[config.mk]
export PLATFORM = sky130hd
export DESIGN_NAME = dmac_burst_scheduler_flat
export DESIGN_NICKNAME = d
export VERILOG_FILES = /design/src/rtl/dmac_pkg.sv /design/src/rtl/dmac_burst_scheduler_if.sv /design/src/rtl/dmac_burst_len_calc.sv /design/src/rtl/dmac_burst_scheduler.sv /design/src/flat_wrapper.sv
export SDC_FILE = /design/constraint.sdc
export NUM_CORES = 1
export LEC_CHECK = 0
export BUFFER_PORTS_ARGS = -buffer_cell sky130_fd_sc_hd__buf_2
export CAP_MARGIN = 20
export CORE_UTILIZATION = 48
export CTS_CLUSTER_SIZE = 24
export DETAILED_ROUTE_END_ITERATION = 10
export GPL_ROUTABILITY_DRIVEN = 0
export PLACE_DENSITY = 0.74
export SLEW_MARGIN = 20
export SYNTH_ARGS = -nofsm -noshare
export SYNTH_HDL_FRONTEND = slang
export SYNTH_SLANG_ARGS = --single-unit
[constraint.sdc]
create_clock -name CLK -period 2.8 [get_ports CLK]
set_clock_uncertainty 0.05 [all_clocks]
set_input_delay 0.14 -clock CLK [delete_from_list [all_inputs] [get_ports CLK]]
set_output_delay 0.14 -clock CLK [all_outputs]
set_load 0.05 [all_outputs]
[src/rtl/dmac_pkg.sv]
// dmac_pkg: shared FSM encodings and word-size helpers for the burst scheduler
package dmac_pkg;
    typedef enum logic [1:0] {
        IDLE  = 2'd0,
        CALC  = 2'd1,
        ISSUE = 2'd2
    } state_t;

    localparam int BYTES_PER_WORD = 4;

    function automatic int bytes_per_word(input int w_d);
        return w_d / 8;
    endfunction
endpackage

[src/rtl/dmac_burst_scheduler_if.sv]
// dmac_burst_scheduler_if: request and external address-channel signals of the burst scheduler
interface dmac_burst_scheduler_if #(
    parameter int W_EXT_A = 32,
    parameter int W_BLEN  = 9,
    parameter int W_SIZE  = 32
);
    logic               req_valid;
    logic               req_ready;
    logic               req_write;
    logic [W_EXT_A-1:0] req_addr;
    logic [W_SIZE-1:0]  req_size;
    logic               busy;
    logic               done;
    logic [W_EXT_A-1:0] ext_addr;
    logic               ext_read_enable;
    logic               ext_write_enable;
    logic [W_BLEN-1:0]  ext_word_size;
    logic               ext_ready;

    modport master (
        output req_valid, req_write, req_addr, req_size, ext_ready,
        input  req_ready, busy, done, ext_addr, ext_read_enable, ext_write_enable, ext_word_size
    );

    modport slave (
        input  req_valid, req_write, req_addr, req_size, ext_ready,
        output req_ready, busy, done, ext_addr, ext_read_enable, ext_write_enable, ext_word_size
    );
endinterface

[src/rtl/dmac_burst_len_calc.sv]
// dmac_burst_len_calc: next burst length = min(remaining, MAX_BURST_LEN, words to boundary)
module dmac_burst_len_calc
    import dmac_pkg::*;
#(
    parameter int W_D           = 32,
    parameter int W_BOUNDARY_A  = 12,
    parameter int W_BLEN        = 9,
    parameter int MAX_BURST_LEN = 256,
    parameter int W_SIZE        = 32
) (
    input  logic [W_BOUNDARY_A-1:0] i_addr,
    input  logic [W_SIZE-1:0]       i_remaining,
    output logic [W_BLEN-1:0]       o_len
);
    localparam int LOG2_BPW = $clog2(bytes_per_word(W_D));
    localparam int W_C      = 64;

    logic [W_BOUNDARY_A:0] w_bytes;
    logic [W_BOUNDARY_A:0] w_words;
    logic [W_C-1:0]        w_rem;
    logic [W_C-1:0]        w_bnd;
    logic [W_C-1:0]        w_max;
    logic [W_C-1:0]        w_m1;

    // One extra bit keeps a full 2^W_BOUNDARY_A distance (aligned address) from truncating to zero
    assign w_bytes = {1'b1, {W_BOUNDARY_A{1'b0}}} - {1'b0, i_addr};
    assign w_words = w_bytes >> LOG2_BPW;
    assign w_rem   = W_C'(i_remaining);
    assign w_bnd   = W_C'(w_words);
    assign w_max   = W_C'(MAX_BURST_LEN);
    assign w_m1    = (w_rem < w_bnd) ? w_rem : w_bnd;
    assign o_len   = W_BLEN'((w_m1 < w_max) ? w_m1 : w_max);
endmodule

[src/rtl/dmac_burst_scheduler.sv]
// dmac_burst_scheduler: splits a transfer request into boundary-safe bursts on the address channel
module dmac_burst_scheduler
    import dmac_pkg::*;
#(
    parameter int W_D           = 32,
    parameter int W_EXT_A       = 32,
    parameter int W_BOUNDARY_A  = 12,
    parameter int W_BLEN        = 9,
    parameter int MAX_BURST_LEN = 256,
    parameter int W_SIZE        = 32
) (
    input logic                   CLK,
    input logic                   RST,
    dmac_burst_scheduler_if.slave bus
);
    localparam int                 LOG2_BPW = $clog2(bytes_per_word(W_D));
    localparam logic [W_EXT_A-1:0] A_MASK   = W_EXT_A'(bytes_per_word(W_D) - 1);

    state_t              r_state;
    logic [W_EXT_A-1:0]  r_addr;
    logic [W_SIZE-1:0]   r_rem;
    logic                r_write;
    logic                r_rd_en;
    logic                r_wr_en;
    logic                r_done;
    logic [W_BLEN-1:0]   r_len;
    logic [W_BLEN-1:0]   w_len;

    dmac_burst_len_calc #(
        .W_D           (W_D),
        .W_BOUNDARY_A  (W_BOUNDARY_A),
        .W_BLEN        (W_BLEN),
        .MAX_BURST_LEN (MAX_BURST_LEN),
        .W_SIZE        (W_SIZE)
    ) u_len_calc (
        .i_addr      (r_addr[W_BOUNDARY_A-1:0]),
        .i_remaining (r_rem),
        .o_len       (w_len)
    );

    // Scheduler FSM: accept request, size next burst, hold it on the channel until accepted
    always_ff @(posedge CLK) begin
        if (RST) begin
            r_state <= IDLE;
            r_addr  <= '0;
            r_rem   <= '0;
            r_write <= 1'b0;
            r_rd_en <= 1'b0;
            r_wr_en <= 1'b0;
            r_done  <= 1'b0;
            r_len   <= '0;
        end else begin
            r_done <= 1'b0;
            case (r_state)
                IDLE: begin
                    if (bus.req_valid) begin
                        r_addr  <= bus.req_addr & ~A_MASK;
                        r_rem   <= bus.req_size;
                        r_write <= bus.req_write;
                        if (bus.req_size == '0) r_done <= 1'b1;
                        else r_state <= CALC;
                    end
                end
                CALC: begin
                    r_len   <= w_len;
                    r_rd_en <= !r_write;
                    r_wr_en <= r_write;
                    r_state <= ISSUE;
                end
                ISSUE: begin
                    if (bus.ext_ready) begin
                        r_addr  <= r_addr + (W_EXT_A'(r_len) << LOG2_BPW);
                        r_rem   <= r_rem - W_SIZE'(r_len);
                        r_rd_en <= 1'b0;
                        r_wr_en <= 1'b0;
                        if (r_rem == W_SIZE'(r_len)) begin
                            r_state <= IDLE;
                            r_done  <= 1'b1;
                        end else begin
                            r_state <= CALC;
                        end
                    end
                end
                default: r_state <= IDLE;
            endcase
        end
    end

    assign bus.req_ready        = (r_state == IDLE);
    assign bus.busy             = (r_state != IDLE);
    assign bus.done             = r_done;
    assign bus.ext_addr         = r_addr;
    assign bus.ext_read_enable  = r_rd_en;
    assign bus.ext_write_enable = r_wr_en;
    assign bus.ext_word_size    = r_len;
endmodule

[src/flat_wrapper.sv]
// flat-port wrapper written by rule: the top's interface ports become plain ports
module dmac_burst_scheduler_flat import dmac_pkg::*;
#(
    parameter int W_D           = 32,
    parameter int W_EXT_A       = 32,
    parameter int W_BOUNDARY_A  = 12,
    parameter int W_BLEN        = 9,
    parameter int MAX_BURST_LEN = 256,
    parameter int W_SIZE        = 32
)
  (CLK, RST, bus_req_valid, bus_req_write, bus_req_addr, bus_req_size, bus_ext_ready, bus_req_ready, bus_busy, bus_done, bus_ext_addr, bus_ext_read_enable, bus_ext_write_enable, bus_ext_word_size);
  dmac_burst_scheduler_if #(.W_EXT_A(W_EXT_A), .W_BLEN(W_BLEN), .W_SIZE(W_SIZE)) bus_i ();
  input logic CLK;
  input logic RST;
  input wire logic [$bits(bus_i.req_valid)-1:0] bus_req_valid;
  input wire logic [$bits(bus_i.req_write)-1:0] bus_req_write;
  input wire logic [$bits(bus_i.req_addr)-1:0] bus_req_addr;
  input wire logic [$bits(bus_i.req_size)-1:0] bus_req_size;
  input wire logic [$bits(bus_i.ext_ready)-1:0] bus_ext_ready;
  output wire logic [$bits(bus_i.req_ready)-1:0] bus_req_ready;
  output wire logic [$bits(bus_i.busy)-1:0] bus_busy;
  output wire logic [$bits(bus_i.done)-1:0] bus_done;
  output wire logic [$bits(bus_i.ext_addr)-1:0] bus_ext_addr;
  output wire logic [$bits(bus_i.ext_read_enable)-1:0] bus_ext_read_enable;
  output wire logic [$bits(bus_i.ext_write_enable)-1:0] bus_ext_write_enable;
  output wire logic [$bits(bus_i.ext_word_size)-1:0] bus_ext_word_size;
  assign bus_i.req_valid = bus_req_valid;
  assign bus_i.req_write = bus_req_write;
  assign bus_i.req_addr = bus_req_addr;
  assign bus_i.req_size = bus_req_size;
  assign bus_i.ext_ready = bus_ext_ready;
  assign bus_req_ready = bus_i.req_ready;
  assign bus_busy = bus_i.busy;
  assign bus_done = bus_i.done;
  assign bus_ext_addr = bus_i.ext_addr;
  assign bus_ext_read_enable = bus_i.ext_read_enable;
  assign bus_ext_write_enable = bus_i.ext_write_enable;
  assign bus_ext_word_size = bus_i.ext_word_size;
  dmac_burst_scheduler #(.W_D(W_D), .W_EXT_A(W_EXT_A), .W_BOUNDARY_A(W_BOUNDARY_A), .W_BLEN(W_BLEN), .MAX_BURST_LEN(MAX_BURST_LEN), .W_SIZE(W_SIZE)) u_core (.CLK(CLK), .RST(RST), .bus(bus_i));
endmodule
## Word level (Yosys, flattened, before mapping)

Index checks and enable logic that the tools add are counted.

- Register bits: 79
- Input bits: 69
- Output and inout port bits: 46
- Logic and storage cells: 50

- Add/subtract/negate cells: 3
- $lt $le $gt $ge: 2
- Equal/unequal tests: 6
- Multiplexer cells: 21
- Reductions and logical operators: 10

Operator list:

| operator | number |
|---|---|
| $mux W32 | 5 |
| $pmux W32 S2 | 2 |
| $add A32 B11 Y32 | 1 |
| $eq A32 B9 Y1 | 1 |
| $logic_not A32 Y1 | 1 |
| $lt A32 B11 Y1 | 1 |
| $lt A32 B9 Y1 const B | 1 |
| $sub A32 B9 Y32 | 1 |
| $sub A13 B12 Y13 const A | 1 |
| $mux W9 | 1 |
| $mux W1 | 6 |
| $mux W2 | 3 |
| $ne A2 B2 Y1 const B | 3 |
| $pmux W1 S2 | 3 |
| $pmux W2 S3 | 1 |
| $reduce_and A3 Y1 | 2 |
| $reduce_bool A2 Y1 | 3 |
| $reduce_and A2 Y1 | 2 |
| $eq A2 B1 Y1 const B | 1 |
| $eq A2 B2 Y1 const B | 1 |
| $logic_not A2 Y1 | 1 |
| $logic_not A1 Y1 | 1 |

## Longest topological paths before layout

- Depth after elaboration: 5
- Gate-level depth with buffers: 14
- Gate-level depth less buffers: 13

## Hierarchy

A second synthesis with hierarchy kept.

- Cells, all modules: 770
- Area total of the unflattened synthesis: 5886.9 um^2

Modules (own cells, without submodules):

| module | times used | cells each | area an instance (um^2) | sequential area each (um^2) |
|---|---|---|---|---|
| dmac_burst_scheduler | 1 | 683 | 5242.5 | 1541.5 |
| dmac_burst_len_calc | 1 | 87 | 644.4 | 0.0 |

## Worst setup path after synthesis

Ideal clock, no wire load.

- Path type: flip-flop to flip-flop
- Start point: register u_core.r_addr[3] (netlist: u_core.bus.ext_addr[3])
- End point: register u_core.r_len[8] (netlist: u_core.bus.ext_word_size[8])
- Library setup time: 0.086 ns
- Arrival time: 3.043 ns
- Data required time: 2.664 ns
- Setup slack: -0.378 ns
- Cell stages (with the launch flop): 14
- Path buffers: 1
- Clock period less this slack: 3.178 ns
- Cells stage by stage: dfxtp_1 -> inv_1 -> ha_1 -> nor3b_1 -> nand2_1 -> xnor2_1 -> ha_1 -> a21o_1 -> a21oi_1 -> nand4_1 -> a211oi_2 -> buf_4 -> o21ai_0 -> a211oi_1

- Cells in the longest elaborated chain, start to end: 5

Ends and longest elaborated chain:

| item | RTL line | RTL |
|---|---|---|
| start: declaration | dmac_burst_scheduler.sv:20 | `logic [W_EXT_A-1:0] r_addr;` |
| start signal: assignment | dmac_burst_scheduler.sv:57 | `r_addr <= bus.req_addr & ~A_MASK;` |
| start signal: assignment | dmac_burst_scheduler.sv:72 | `r_addr <= r_addr + (W_EXT_A'(r_len) << LOG2_BPW);` |
| $sub A13 B12 Y13 (*) | dmac_burst_len_calc.sv:26 | `assign w_bytes = {1'b1, {W_BOUNDARY_A{1'b0}}} - {1'b0, i_addr};` |
| $lt A32 B11 Y1 | dmac_burst_len_calc.sv:31 | `assign w_m1 = (w_rem < w_bnd) ? w_rem : w_bnd;` |
| $mux W32 (*) | dmac_burst_len_calc.sv:31 |  |
| $lt A32 B9 Y1 | dmac_burst_len_calc.sv:32 | `assign o_len = W_BLEN'((w_m1 < w_max) ? w_m1 : w_max);` |
| $mux W9 (*) | dmac_burst_len_calc.sv:32 |  |
| end signal: assignment | dmac_burst_scheduler.sv:65 | `r_len <= w_len;` |
| end: declaration | dmac_burst_scheduler.sv:26 | `logic [W_BLEN-1:0] r_len;` |

Mark *: on every way between the ends. The rest lies on a longest branch, timed or not.
A chain may end at the register's enable or synchronous reset.

## Worst setup path in the final report

- Start point: register u_core.r_addr[2] (netlist: u_core.bus.ext_addr[2])
- End point: register u_core.r_len[0] (netlist: u_core.bus.ext_word_size[0])

The elaborated chain is that of the path after synthesis.

==> flow_metrics.tcl <==
set metrics [dict create \
    ios 115 \
    synthCells 751 \
    multi_input_area_um2 3971 \
    dieHeight_um 110.3 \
    wl_met1_um 7802 \
    crit_arrival_ns 3.22 \
    die-area_um2 12170 \
    synthArstFlopShare 0 \
    power.leakage_nw 2.944 \
    area_delta_synth_final_pct 26.03 \
    grt_setup_unrepaired "true" \
    utilization 0.6219 \
    antenna_violating_nets_post_route 0 \
    drt_iter0_drc 633 \
    num_rows 39 \
    fmax_ghz 0.3316 \
    synth-edff-count 0 \
    crit_fanout 7 \
    yosys.area_share.xor_xnor 0.03264 \
    synth_compound_area_frac 0.2609 \
    cts_tree "done" \
    clock-sinks 77 \
    track_usage 0.3024 \
    die_w_um 110.3 \
    fill_cells 1028 \
    diodes 0 \
    clockRootBuffer "clkbuf_16" \
    synthMuxAreaShare 0.01421 \
    ir_worst_vdd_v 0.0003481 \
    met2_length_um 8904 \
    layout.nets 979 \
    cts_hold_buf 0 \
    cp-start-kind "register" \
    io_buffers 110 \
    start_util 0.4934 \
    critPathCaptureType "register" \
    ys_ff_latch 77 \
    ys_warn_count 0 \
    core_um2 11420 \
    grt_pass1_vias 5855 \
    final_cell_mix "buf_2 (110), nand2_1 (86), dfxtp_1 (64), nor2_1 (62), a21oi_1 (57)" \
    drt-vias-per-instance 6.342 \
    hpwl_um 13360 \
    grt_pass1_wl_um 28570 \
    dr_total_vias 6513 \
    grt-ovfl-total 0 \
    critPathKind "register to register" \
    min_period_ns 3.016 \
    avgSynthCellArea_um2 7.502 \
    yosys.area_share.adder 0.07151 \
    post-route-period-util 1.077 \
    numCtsBuffers 9 \
    yosysUniqueCellTypes 69 \
    mostFrequentLayoutCell "buf_2" \
    firstDrtPassIters 7 \
    critical_path_required_ns 3.00 \
    yosys.area_share.simple 0.2911 \
    status "finished, violations left" \
    antenna_found_initial 0 \
    hold_slack_ns 0.006921 \
    power_density_nw_per_um2 581.5 \
    register_area_um2 1563 \
    finalMaxSlewViolations 0 \
    drive_gt1_frac 0.2726 \
    hp-class "input pin to register" \
    wl_per_cell_um 17.96 \
    clk_pin_slew_ns 0.06 \
    maxCapViolCount 0 \
    clockBufferDepth 2 \
    finalHoldViolCount 0 \
    dr_wl_met3_um 1350 \
    synth_top_family_by_area "simple AND/OR/NAND/NOR gates" \
    ys_seq_area_frac 0.2736 \
    route.detailed.drc 0 \
    htreeDepth 3 \
    tightestPinTransition_ns 0.6687 \
    netlist_area_um2 5634 \
    place_ws_ns -0.1802 \
    dr.max_layer_used "met4" \
    wl_um 18440 \
    grt_max_degree 45 \
    finalSetupViolations 8 \
    max_slew_margin 0.5521 \
    insertion_delay_ns 0.34 \
    setup_slack_ns -0.2156 \
    violations "negative setup slack" \
    synth_top_flop_cell "dfxtp_1" \
]
report_power, final:
group          total, mW  switching [mW]  internal [mW]
sequential          1.31           0.121           1.19
clock               1.27           0.490          0.782
combinational       1.55           0.956          0.591
total               4.13            1.57           2.56
logic make-up (layout without fill, tap and decap cells):
| kind of cell | count (synthesis) | after routing |
|---|---|---|
| AND/OR/NAND/NOR | 320 | 320 |
| multiplexers | 8 | 8 |
| adder cells (fa/ha/maj) | 31 | 31 |
| XOR/XNOR | 21 | 21 |
| other | 1 | 2 |
| flip-flops | 77 | 77 |
| AO/OA/AOI/OAI | 221 | 221 |
| buffers and inverters | 72 | 204 |
Yosys cell counts, types with 6 or more instances:
cell type,n,area share
nand3_1,24,0.021
nand2b_1,11,0.012
nor3_1,29,0.026
o22ai_1,9,0.010
xnor2_1,14,0.022
a22oi_1,6,0.0080
a311oi_1,14,0.022
clkbuf_1,35,0.023
o21ai_0,31,0.028
ha_1,29,0.064
a31oi_1,30,0.033
mux2i_1,8,0.014
a21oi_1,61,0.054
xor2_1,7,0.011
o211ai_1,9,0.012
nor2b_1,8,0.0089
dfxtp_1,77,0.27
or3_1,11,0.012
nor2_1,62,0.041
inv_1,24,0.016
nand3b_1,6,0.0080
a21o_1,12,0.016
a211oi_1,14,0.019
or4_1,8,0.011
nor4_1,20,0.022
nand4_1,13,0.014
nand2_1,89,0.059
and3_1,15,0.017
through the flow:
step	setup TNS (ns)	power, mW	cell area, µm²	cells
floorplan	0	2.343	5754	752
global placement	-0.1212	2.759	6664	1007
detailed placement	-1.034	2.806	6664	1007
CTS	-0.8587	4.080	7000	1023
global route	-2.075	4.317	7101	1027
finish	-1.014	4.129	7101	1027
routing by layer:
layer,global-route usage,vias to the layer above
met5,0,-
met4,0.1165,0
met3,0.04115,41
met2,0.5111,324
met1,0.3888,3078
li1,-,3070
worst max-delay path: stages, from the launching register on:
cell	delay [ns]
dfxtp_4	0.36
nor4_4	0.31
nand3b_1	0.17
nor3_2	0.17
xnor2_1	0.09
ha_1	0.29
and4b_2	0.25
o21ai_2	0.08
nor4_4	0.26
a211oi_4	0.08
buf_6	0.15
buf_12	0.13
or3_1	0.35
a31oi_1	0.18
sequential cells by signal, indices dropped and copies added, names as in the netlist:
name / flops
u_core.r_rem: 32
u_core.bus.ext_addr: 30
u_core.bus.ext_word_size: 9
u_core.r_state: 2
u_core.bus.done: 1
u_core.bus.ext_read_enable: 1
u_core.bus.ext_write_enable: 1
u_core.r_write: 1
final cells by class:
class                   instances  area share
clock inverters                 6     0.01216
multi-input cells             603      0.5593
inverters                      24     0.01304
well taps                     143     0.02520
repair buffers                164      0.1380
clock buffers                  10     0.03225
flip-flops and latches         77      0.2201
worst paths after layout:
check	slack [ns]	depth (start not counted)	startpoint	end
setup / recovery	-0.22	13	u_core.bus.ext_addr[2]	u_core.bus.ext_word_size[0]
hold reg to reg	0.42	2	u_core.bus.ext_write_enable	u_core.bus.ext_write_enable
setup reg to reg	-0.22	13	u_core.bus.ext_addr[2]	u_core.bus.ext_word_size[0]
hold / removal	0.007	3	bus_req_addr[18]	u_core.bus.ext_addr[18]
what timing repair did:
item,CTS,global route
resized for setup,4,17
setup buffers,0,5
endpoints found under the hold margin,0,0
endpoints found under the setup margin,9,17
pin swaps,2,17
cloned,0,0
Note: power is estimated with default switching activity, not from simulation.
